`config.mk`:
```
export PLATFORM = sky130hd
export DESIGN_NAME = snn_train_sequencer
export DESIGN_NICKNAME = d
export VERILOG_FILES = /design/src/rtl/snn_train_sequencer.sv
export SDC_FILE = /design/constraint.sdc
export NUM_CORES = 1
export LEC_CHECK = 0
export CAP_MARGIN = 10
export CORE_MARGIN = 2
export CORE_UTILIZATION = 59
export DETAILED_ROUTE_END_ITERATION = 8
export GPL_ROUTABILITY_DRIVEN = 0
export PLACE_DENSITY = 0.94
export SYNTH_ARGS = -nofsm -noshare
export SYNTH_HDL_FRONTEND = slang
export SYNTH_SLANG_ARGS = --single-unit
```
`constraint.sdc`:
```
create_clock -name CLK -period 5.9 [get_ports CLK]
set_input_delay 0.885 -clock CLK [delete_from_list [all_inputs] [get_ports CLK]]
set_output_delay 0.885 -clock CLK [all_outputs]
set_load 0.05 [all_outputs]
```
`src/rtl/snn_train_sequencer.sv`:
```
// Training-phase sequencer for the output-layer cost stage.
// Per sample: load, restart flag, settle, error-stream run, report.
module snn_train_sequencer #(
  parameter int N_OUT         = 5,
  parameter int SUPPRESS_TIME = 8,
  parameter int STREAM_LEN    = 256,
  parameter int N_SAMPLES     = 64,
  parameter int CW            = 16,
  parameter int EW            = 24
) (
  input  logic             CLK,
  input  logic             INIT,
  input  logic             START,
  input  logic             ABORT,
  input  logic             SAMPLE_VALID,
  output logic             SAMPLE_READY,
  input  logic [N_OUT-1:0] eps,
  input  logic [N_OUT-1:0] SIGN_L3,
  output logic             CLK_TRAINING_flag,
  output logic             UPDATE_EN,
  output logic [CW-1:0]    ERR_SUM,
  output logic [CW-1:0]    ERR_NEG,
  output logic             ERR_VALID,
  output logic [EW-1:0]    EPOCH_ERR,
  output logic [15:0]      SAMPLE_IDX,
  output logic             BUSY,
  output logic             DONE
);

  typedef enum logic [2:0] {
    IDLE, LOAD, FLAG, SETTLE, RUN, REPORT
  } state_t;

  localparam logic [15:0] SETTLE_LAST = 16'(SUPPRESS_TIME);
  localparam logic [15:0] RUN_LAST    = 16'(STREAM_LEN - 1);
  localparam logic [15:0] IDX_LAST    = 16'(N_SAMPLES - 1);
  localparam int          SW          = CW + 8;

  state_t      state;
  logic [15:0] cnt;

  logic [7:0]    pc_all;
  logic [7:0]    pc_neg;
  logic [SW-1:0] sum_ext;
  logic [SW-1:0] neg_ext;
  logic [CW-1:0] sum_next;
  logic [CW-1:0] neg_next;
  logic [EW:0]   ep_ext;
  logic [EW-1:0] ep_next;

  function automatic logic [7:0] popcnt(input logic [N_OUT-1:0] v);
    logic [7:0] c;
    c = '0;
    for (int i = 0; i < N_OUT; i++) c = c + 8'(v[i]);
    return c;
  endfunction

  // Saturating accumulate paths for sample and epoch totals
  always_comb begin
    pc_all   = popcnt(eps);
    pc_neg   = popcnt(eps & SIGN_L3);
    sum_ext  = SW'(ERR_SUM) + SW'(pc_all);
    neg_ext  = SW'(ERR_NEG) + SW'(pc_neg);
    sum_next = (|sum_ext[SW-1:CW]) ? '1 : sum_ext[CW-1:0];
    neg_next = (|neg_ext[SW-1:CW]) ? '1 : neg_ext[CW-1:0];
    ep_ext   = (EW+1)'(EPOCH_ERR) + (EW+1)'(ERR_SUM);
    ep_next  = ep_ext[EW] ? '1 : ep_ext[EW-1:0];
  end

  always_ff @(posedge CLK) begin
    if (INIT) begin
      state             <= IDLE;
      cnt               <= '0;
      SAMPLE_READY      <= 1'b0;
      CLK_TRAINING_flag <= 1'b0;
      UPDATE_EN         <= 1'b0;
      ERR_SUM           <= '0;
      ERR_NEG           <= '0;
      ERR_VALID         <= 1'b0;
      EPOCH_ERR         <= '0;
      SAMPLE_IDX        <= '0;
      BUSY              <= 1'b0;
      DONE              <= 1'b0;
    end else if (ABORT && state != IDLE) begin
      state             <= IDLE;
      SAMPLE_READY      <= 1'b0;
      CLK_TRAINING_flag <= 1'b0;
      UPDATE_EN         <= 1'b0;
      ERR_VALID         <= 1'b0;
      BUSY              <= 1'b0;
      DONE              <= 1'b0;
    end else begin
      case (state)
        IDLE: begin
          if (START && !ABORT) begin
            state        <= LOAD;
            SAMPLE_READY <= 1'b1;
            BUSY         <= 1'b1;
            EPOCH_ERR    <= '0;
            SAMPLE_IDX   <= '0;
          end
        end
        LOAD: begin
          if (SAMPLE_VALID) begin
            state             <= FLAG;
            SAMPLE_READY      <= 1'b0;
            CLK_TRAINING_flag <= 1'b1;
          end
        end
        FLAG: begin
          state             <= SETTLE;
          CLK_TRAINING_flag <= 1'b0;
          ERR_SUM           <= '0;
          ERR_NEG           <= '0;
          cnt               <= '0;
        end
        SETTLE: begin
          if (cnt == SETTLE_LAST) begin
            state     <= RUN;
            cnt       <= '0;
            UPDATE_EN <= 1'b1;
          end else begin
            cnt <= cnt + 16'd1;
          end
        end
        RUN: begin
          ERR_SUM <= sum_next;
          ERR_NEG <= neg_next;
          if (cnt == RUN_LAST) begin
            state     <= REPORT;
            UPDATE_EN <= 1'b0;
            ERR_VALID <= 1'b1;
            DONE      <= (SAMPLE_IDX == IDX_LAST);
          end else begin
            cnt <= cnt + 16'd1;
          end
        end
        REPORT: begin
          ERR_VALID <= 1'b0;
          DONE      <= 1'b0;
          EPOCH_ERR <= ep_next;
          if (SAMPLE_IDX == IDX_LAST) begin
            state <= IDLE;
            BUSY  <= 1'b0;
          end else begin
            state        <= LOAD;
            SAMPLE_READY <= 1'b1;
            SAMPLE_IDX   <= SAMPLE_IDX + 16'd1;
          end
        end
        default: state <= IDLE;
      endcase
    end
  end

endmodule

```
==> results.json, run 1 <==
{
  "status": "finished, final reports clean",
  "grt_max_degree": 35,
  "required_ns": 6.22,
  "drc": 0,
  "max-vdd-ir-drop_uv": 122,
  "syn_nets": 786,
  "p_total_uw": 1230,
  "cts_root_buf": "clkbuf_8",
  "reg2reg_slack_ns": 2.48,
  "drv_cap": 0,
  "p_per_area_mw_per_mm2": 176,
  "cts.sinks": 97,
  "grt_pass1_wl_mm": 24.9,
  "placed_area_mm2": 0.00680,
  "antenna_found_initial": 0,
  "slew_headroom_pct": 36.5,
  "num_rows": 36,
  "r2r-end": "ERR_NEG[10]$_SDFFE_PP0P_",
  "cts_made_buffers": 9,
  "fin_ws_ns": 1.73,
  "syn-cell-area_mm2": 0.00580,
  "crit_chain": "clkdlybuf4s50_1 > and2_1 > fa_1 > fa_1 > ha_1 > fa_1 > a21o_1 > and2_1 > and3_1 > and3_1 > o21ai_0 > a22oi_1 > nor2_1",
  "synth_ff_type": "dfxtp_1",
  "synth.distinct_cells": 67,
  "endpoint": "ERR_NEG[10]$_SDFFE_PP0P_",
  "cts_tree": "built",
  "clk_path_buf_depth": 2,
  "ys_warn_count": 0,
  "finalWirelength_mm": 15.3,
  "nNetsFinal": 865,
  "io-pin-count": 93,
  "synth_area_per_cell_um2": 7.87,
  "maxSlewViolCount": 0,
  "setup_tns_ns": 0,
  "period_share_pct": 70.6,
  "clk_latency_ns": 0.38,
  "ys_ff_latch": 97,
  "path_delay_family": "adder cells",
  "dr_total_vias": 6000,
  "setup_viol": 0,
  "cp_max_fo": 5,
  "hold_slack_ns": 0.466,
  "cp.depth": 13,
  "layout_common_cells": "97 x dfxtp_1, 92 x clkdlybuf4s50_1, 83 x nand2_1",
  "worst-path-buf-inv": 1,
  "diodes": 0,
  "area_growth_pct": 20.5,
  "skew_ns": 0.0193,
  "post-route-min-period_ns": 4.17,
  "critPathKind": "in -> reg",
  "setup.worst_path.start": "eps[0]",
  "layout_commonest_cell": "dfxtp_1",
  "via_per_inst": 6.29,
  "critPathLaunchType": "input pin",
  "finalHoldViolCount": 0,
  "ys_async_sr_fraction_pct": 0,
  "max_freq_mhz": 240,
  "ff2ff_path_depth": 11,
  "ant_nets": 0,
  "p_leak_uw": 0.00270,
  "cts_hold_buf": 0,
  "cp_slowest_cell": "fa_1",
  "cp_common_cell": "fa_1",
  "final_cell_area_mm2": 0.00698,
  "portBuffers": 92,
  "drive_above_1_share_pct": 4.63,
  "cts_resized": 0,
  "worstSetupEndpointType": "flop",
  "r2r-start": "ERR_NEG[0]$_SDFFE_PP0P_",
  "synth_edf_count": 0,
  "dpl.hpwl_mm": 10.8,
  "place_worst_setup_slack_ns": 1.46,
  "hold_class": "reg -> reg",
  "tightest_slew_ns": 0.949,
  "grt_usage_pct": 28.9,
  "netlist_instances": 737,
  "fp.coreArea_mm2": 0.00964,
  "start_util_pct": 60.1,
  "htree_levels": 3,
  "grt_pass1_vias": 5338,
  "synth.yosys.seq_area_share_pct": 33.5,
  "critical_path_arrival_ns": 4.48,
  "dieWidth_um": 103,
  "rsz0062_at_grt": "false",
  "cts_setup_buffers": 0,
  "dr.first_iter.drc_count": 446,
  "wl_per_cell_um": 16.0,
  "critPathMaxStageDelay_ns": 0.49,
  "grt_overflow": 0,
  "clkSlewWorstSetupHoldPaths_ns": 0.09,
  "firstDrtPassIters": 5,
  "dieHeight_um": 103,
  "dieArea_mm2": 0.0106
}
layout make-up:
| cell class | count | area (um2) |
|---|---|---|
| flip-flops and latches | 97 | 1940 |
| well taps | 133 | 166 |
| clock buffers | 10 | 128 |
| clock inverters | 6 | 58.8 |
| inverters | 24 | 90.1 |
| multi-input cells | 586 | 3630 |
| fillers | 699 | 2660 |
| repair buffers | 98 | 966 |
report_power, final:
| group | switching [uW] | internal [uW] | leakage [uW] | total, uW |
|---|---|---|---|---|
| registers | 13.8 | 661 | 0.000782 | 674 |
| logic | 75.3 | 46.3 | 0.00182 | 122 |
| clock network | 240 | 194 | 0.0000998 | 434 |
| total | 329 | 901 | 0.00270 | 1230 |
cell usage after synthesis, drive strengths merged, types with 6 or more instances:
master / instances / area, um2
xnor2: 17 / 149
buf: 9 / 56.3
nand2: 83 / 312
nor2b: 6 / 37.5
nor3: 16 / 85.1
a211oi: 9 / 80.1
o21ai: 63 / 315
nand2b: 7 / 43.8
a22oi: 10 / 75.1
a31oi: 10 / 62.6
xor2: 25 / 219
and2: 10 / 62.6
inv: 24 / 90.1
nor4: 7 / 58.8
o31ai: 7 / 71.3
and3: 17 / 106
dfxtp: 97 / 1940
nand4: 13 / 81.3
ha: 27 / 338
clkbuf: 21 / 78.8
nor2: 85 / 324
a21oi: 64 / 320
fa: 7 / 140
nand3: 37 / 185
a21o: 8 / 60.1
worst reg2reg max path, cell delays in order (launching register included):
cell and delay, ns:
dfxtp_1 0.36, fa_1 0.51, fa_1 0.49, ha_1 0.24
fa_1 0.41, a21o_1 0.22, and2_1 0.18, and3_1 0.22
and3_1 0.20, o21ai_0 0.26, a22oi_1 0.16, nor2_1 0.11
layer usage:
layer | routed length (um) | GRT usage, % | up-vias | part of all wire, %
met5 | 0 | 0 | - | 0
met2 | 7250 | 47.9 | 329 | 47
li1 | - | - | 2806 | -
met3 | 1190 | 5.15 | 50 | 7.8
met4 | 447 | 12.6 | 0 | 2.9
met1 | 6420 | 37.0 | 2815 | 42
cell families (layout without fill, tap and decap cells):
kind of cell	Yosys count	count (layout)	synth area share, %
simple gates	307	307	26.0
compound gates	201	201	21.6
flops	97	97	33.5
buf+inv	54	138	3.89
xor+xnor	42	42	6.35
fa+ha+maj	34	34	8.25
mux	2	2	0.367
sequential cells by signal, indices dropped and copies added (netlist names):
name               flops
BUSY                   1
CLK_TRAINING_flag      1
DONE                   1
EPOCH_ERR             24
ERR_NEG               16
ERR_SUM               16
ERR_VALID              1
SAMPLE_IDX            16
SAMPLE_READY           1
UPDATE_EN              1
cnt                   16
state                  3
through the flow:
step / util [%] / std cells
final: 72.4 / 954
after global routing: 72.4 / 954
after CTS: 72.4 / 954
after detailed placement: 70.5 / 938
after global placement: 70.5 / 938
after floorplan: - / 737
worst min-delay path by stage:
| stage | cells after the start | endpoint | slack [ns] | from |
|---|---|---|---|---|
| floorplan | 2 | cnt[15]$_SDFFE_PP0P_ | 0.48 | cnt[15]$_SDFFE_PP0P_ |
| global placement | 2 | EPOCH_ERR[8]$_SDFFE_PP0P_ | 0.44 | EPOCH_ERR[8]$_SDFFE_PP0P_ |
| detailed placement | 2 | EPOCH_ERR[5]$_SDFFE_PP0P_ | 0.46 | EPOCH_ERR[5]$_SDFFE_PP0P_ |
| CTS | 2 | EPOCH_ERR[14]$_SDFFE_PP0P_ | 0.47 | EPOCH_ERR[14]$_SDFFE_PP0P_ |
| global route | 2 | EPOCH_ERR[5]$_SDFFE_PP0P_ | 0.49 | EPOCH_ERR[5]$_SDFFE_PP0P_ |
| finish | 2 | EPOCH_ERR[8]$_SDFFE_PP0P_ | 0.47 | EPOCH_ERR[8]$_SDFFE_PP0P_ |
Power figures use the tool's default switching activity.
==> run 2, diff against run 1 <==
--- a/config.mk
+++ b/config.mk
@@ -7,10 +7,10 @@
 export LEC_CHECK = 0
 export CAP_MARGIN = 10
 export CORE_MARGIN = 2
-export CORE_UTILIZATION = 59
+export CORE_UTILIZATION = 54
 export DETAILED_ROUTE_END_ITERATION = 8
 export GPL_ROUTABILITY_DRIVEN = 0
-export PLACE_DENSITY = 0.94
+export PLACE_DENSITY = 0.87
 export SYNTH_ARGS = -nofsm -noshare
 export SYNTH_HDL_FRONTEND = slang
 export SYNTH_SLANG_ARGS = --single-unit
==> constraint.sdc (replaced) <==
create_clock -name CLK -period 4.1 [get_ports CLK]
set_input_delay 0.615 -clock CLK [delete_from_list [all_inputs] [get_ports CLK]]
set_output_delay 0.615 -clock CLK [all_outputs]
set_load 0.05 [all_outputs]
==> results.json, run 2 (synthesis gave the netlist of run 1 again) <==
{
  "layout_common_cells": "97 x dfxtp_1, 92 x clkdlybuf4s50_1, 83 x nand2_1",
  "diodes": 0,
  "dpl.hpwl_mm": 10.4,
  "area_growth_pct": 20.8,
  "rsz0062_at_grt": "false",
  "via_per_inst": 6.11,
  "io-pin-count": 93,
  "finalHoldViolCount": 0,
  "max_freq_mhz": 270,
  "dieArea_mm2": 0.0116,
  "dieHeight_um": 108,
  "skew_ns": 0.0161,
  "grt_pass1_vias": 5320,
  "nNetsFinal": 868,
  "dr_total_vias": 5861,
  "p_total_uw": 1740,
  "max-vdd-ir-drop_uv": 155,
  "drv_cap": 0,
  "dieWidth_um": 108,
  "layout_commonest_cell": "dfxtp_1",
  "tightest_slew_ns": 1.07,
  "setup_viol": 0,
  "antenna_found_initial": 0,
  "ant_nets": 0,
  "cts_made_buffers": 9,
  "reg2reg_slack_ns": 0.91,
  "grt_usage_pct": 25.3,
  "clk_latency_ns": 0.38,
  "cts_tree": "built",
  "post-route-min-period_ns": 3.70,
  "cts_root_buf": "clkbuf_8",
  "cts_setup_buffers": 0,
  "dr.first_iter.drc_count": 413,
  "fin_cells": 960,
  "cp_slowest_cell": "fa_1",
  "start_util_pct": 55.9,
  "grt_pass1_wl_mm": 24.1,
  "grt_overflow": 0,
  "critPathLaunchType": "input pin",
  "drive_above_1_share_pct": 4.98,
  "cts_hold_buf": 0,
  "crit_chain": "clkdlybuf4s50_1 > and2_1 > fa_1 > fa_1 > ha_1 > fa_1 > a21o_1 > and2_1 > nand3_1 > or2_2 > o21ai_0 > a22oi_1 > nor2_1",
  "fp.coreArea_mm2": 0.0104,
  "worstSetupEndpointType": "flop",
  "clkSlewWorstSetupHoldPaths_ns": 0.10,
  "placed_cells": 944,
  "p_leak_uw": 0.00271,
  "p_per_area_mw_per_mm2": 249,
  "maxSlewViolCount": 0,
  "status": "finished, final reports clean",
  "required_ns": 4.36,
  "htree_levels": 3,
  "cp_max_fo": 8,
  "num_rows": 37,
  "cts.sinks": 97,
  "largest_register": "EPOCH_ERR",
  "critPathMaxStageDelay_ns": 0.48,
  "finalWirelength_mm": 14.7,
  "largest_register_ffs": 24,
  "grt_max_degree": 42,
  "cts_resized": 0,
  "cp_common_cell": "fa_1",
  "hold_class": "reg -> reg",
  "period_share_pct": 90.2,
  "hold_slack_ns": 0.459,
  "slew_headroom_pct": 28.7,
  "drc": 0,
  "critPathKind": "in -> reg",
  "clk_path_buf_depth": 2,
  "firstDrtPassIters": 5,
  "wl_per_cell_um": 15.3,
  "critical_path_arrival_ns": 3.96,
  "portBuffers": 92
}
-- run 2: stage by stage --
stage	setup slack (ns)	instance area, um2	util (%)	TNS (ns)
2_1_floorplan	0.519	5800	-	0
3_3_place_gp	0.101	6820	65.8	0
3_5_place_dp	-0.00462	6820	65.8	-0.00462
4_1_cts	0.391	7000	67.5	0
5_1_grt	0.182	7000	67.5	0
6_report	0.403	7000	67.5	0
-- run 2: layout make-up --
class	instances	area (um2)
clock buffer	12	155
clock inverter	4	26.3
fill	872	3370
inverter	24	90.1
multi-input combinational	586	3630
sequential	97	1940
tap	136	170
timing repair buffer	101	988
-- run 2: final timing paths --
| kind | startpoint | end | depth (start not counted) |
|---|---|---|---|
| max | eps[0] | ERR_NEG[3]$_SDFFE_PP0P_ | 13 |
| min | UPDATE_EN$_SDFFE_PP0P_ | UPDATE_EN$_SDFFE_PP0P_ | 2 |
| max reg2reg | ERR_NEG[0]$_SDFFE_PP0P_ | ERR_NEG[3]$_SDFFE_PP0P_ | 11 |
| min reg2reg | UPDATE_EN$_SDFFE_PP0P_ | UPDATE_EN$_SDFFE_PP0P_ | 2 |
-- run 2: critical path, delay by kind of cell --
family	cells	cell delay (ns)
compound gates	3	0.55
simple gates	5	0.74
fa+ha+maj	4	1.60
buf+inv	1	0.45
-- run 2: report_power, final --
group	leakage, uW	internal (uW)	total, uW	switching, uW
Sequential	0.000782	951	971	20.1
Clock	0.0000928	255	600	345
Combinational	0.00183	65.9	174	108
Total	0.00271	1270	1740	473
-- run 2: layer usage --
layer / up-vias / routed length [um] / track usage, % / part of all wire (%)
met5: - / 0 / 0 / 0
met4: 0 / 258 / 9.34 / 1.8
met3: 26 / 1040 / 3.57 / 7.0
met2: 281 / 6900 / 42.1 / 47
met1: 2747 / 6520 / 33.2 / 44
li1: 2807 / - / - / -
==> run 3, diff against run 2 <==
--- a/config.mk
+++ b/config.mk
@@ -5,9 +5,10 @@
 export SDC_FILE = /design/constraint.sdc
 export NUM_CORES = 1
 export LEC_CHECK = 0
-export CAP_MARGIN = 10
+export CAP_MARGIN = 20
 export CORE_MARGIN = 2
 export CORE_UTILIZATION = 54
+export CTS_CLUSTER_SIZE = 40
 export DETAILED_ROUTE_END_ITERATION = 8
 export GPL_ROUTABILITY_DRIVEN = 0
 export PLACE_DENSITY = 0.87
==> constraint.sdc (replaced) <==
create_clock -name CLK -period 4.1 [get_ports CLK]
set_input_delay 0.615 -clock CLK [delete_from_list [all_inputs] [get_ports CLK]]
set_output_delay 0.615 -clock CLK [all_outputs]
set_load 0.005 [all_outputs]
==> results of run 3 <==
The final DEF is identical to that of run 2. Status: finished, final reports clean.
Main changes from that run: total power 1740 uW -> 1730 uW; worst IR drop on VDD 155 uV -> 139 uV
==> RTL edit: new RTL, settings of run 1 <==
`EW`: 24 -> 36.
--- a/src/rtl/snn_train_sequencer.sv
+++ b/src/rtl/snn_train_sequencer.sv
@@ -8,3 +8,3 @@
   parameter int CW            = 16,
-  parameter int EW            = 24
+  parameter int EW            = 36
 ) (
Ports: changed (resized EPOCH_ERR); port bits go from 93 to 105. The function was not compared with the original's and may differ.
==> RTL edit against run 1 <==
Power up 16%. Maximum frequency down 1.3%. Cell area grew 12%. Worst setup slack got worse by 55 ps. Wire length rose by 9.3%. Clock skew shrank 7.2 ps. Sequential power grew 14%. Synthesized area increased by 13%. Critical endpoint is now ERR_NEG[3]$_SDFFE_PP0P_. Sequential cell count up 12.
==> RTL edit: results <==
outcome:
  outcome: "complete, no violations"
synth:
  async_reset_ff_share_pct: 0
  avgSynthCellArea_sq_um: 7.92
  ys.warnings.count: 0
  ys_types: 71
  muxShareOfSynthArea_pct: 1.09
  ys_top_cells_by_count: "dfxtp_1 (109), nand2_1 (104), nor2_1 (90)"
  synth_nets: 874
  synth_fa_ha_area_share_pct: 7.31
  yosysSeqAreaShare_pct: 33.4
  synth-compound-area-share_pct: 22.4
  synth_xor_area_share_pct: 5.36
  synth.area.top_cells: "dfxtp_1 (33%), nand2_1 (6.0%), o21ai_0 (5.2%)"
power:
  peakVddDrop_v: 0.000147
  p_leak_nw: 2.98
  cellInternalPower_mw: 1.04
finish:
  diodes: 0
  finish.net_count: 959
  finalNonFillerCells: 1054
  nFillCells: 853
  drive_gt1_share_pct: 4.70
  largest_reg_flops: 36
sta:
  holdWs_ps: 467
  fin_skew_ps: 12.1
  fin_ws_ps: 1680
  relSlewSlack_pct: 26.0
worst_setup_path:
  crit_family: "adder cells"
  worst-endpoint-arrival_ps: 4480
  slowest_delay_ps: 510
  r2r-end: "ERR_NEG[3]$_SDFFE_PP0P_"
  reg2reg_slack_ps: 2430
  path_max_fanout: 7
  worstSetupStartpoint: "eps[0]"
  critPathSlowestCell: "fa_1"
worst_hold_path:
  holdPathEnd: "EPOCH_ERR[13]$_SDFFE_PP0P_"
  min_from: "EPOCH_ERR[13]$_SDFFE_PP0P_"
route:
  firstDrtPassIters: 7
  routed_wl_microns: 16700
  vias: 6600
  drt_iter0_drc: 665
placement:
  pre_cts_slack_ps: 1310
  dpl.cell_count: 1039
  io_buffers: 104
  dpl_cell_area_sq_mm: 0.00764
  dpl.hpwl_microns: 11800
global_routing:
  grt_start_max_net_pins: 43
  grt_usage_pct: 28.6
  grt_pass1_wl_microns: 27600
  grt_pass1_vias: 6054
clock_tree:
  cts_resized: 0
[RTL edit: final cells by class]
type	instances	area [sq um]	share of cell area, %
clock inverter	4	73.8	0.940
tap	140	175	2.23
multi-input combinational	662	4140	52.7
inverter	19	71.3	0.909
sequential	109	2180	27.8
clock buffer	11	131	1.67
timing repair buffer	109	1080	13.7
[RTL edit: per-layer routing]
metal  vias up  GRT usage [%]  wire length, microns
met2       273           47.7                  7850
met1      3113           36.3                  7210
li1       3161              -                     -
met4         0           11.5                   485
met3        53           5.44                  1180
met5         -              0                     0
[RTL edit: power by group through the flow]
stage / Sequential (mW) / Combinational, mW / Clock (mW)
floorplan: 0.786 / 0.119 / 0
global placement: 0.781 / 0.165 / 0
detailed placement: 0.781 / 0.168 / 0
CTS: 0.764 / 0.170 / 0.492
global route: 0.767 / 0.191 / 0.524
finish: 0.765 / 0.171 / 0.489
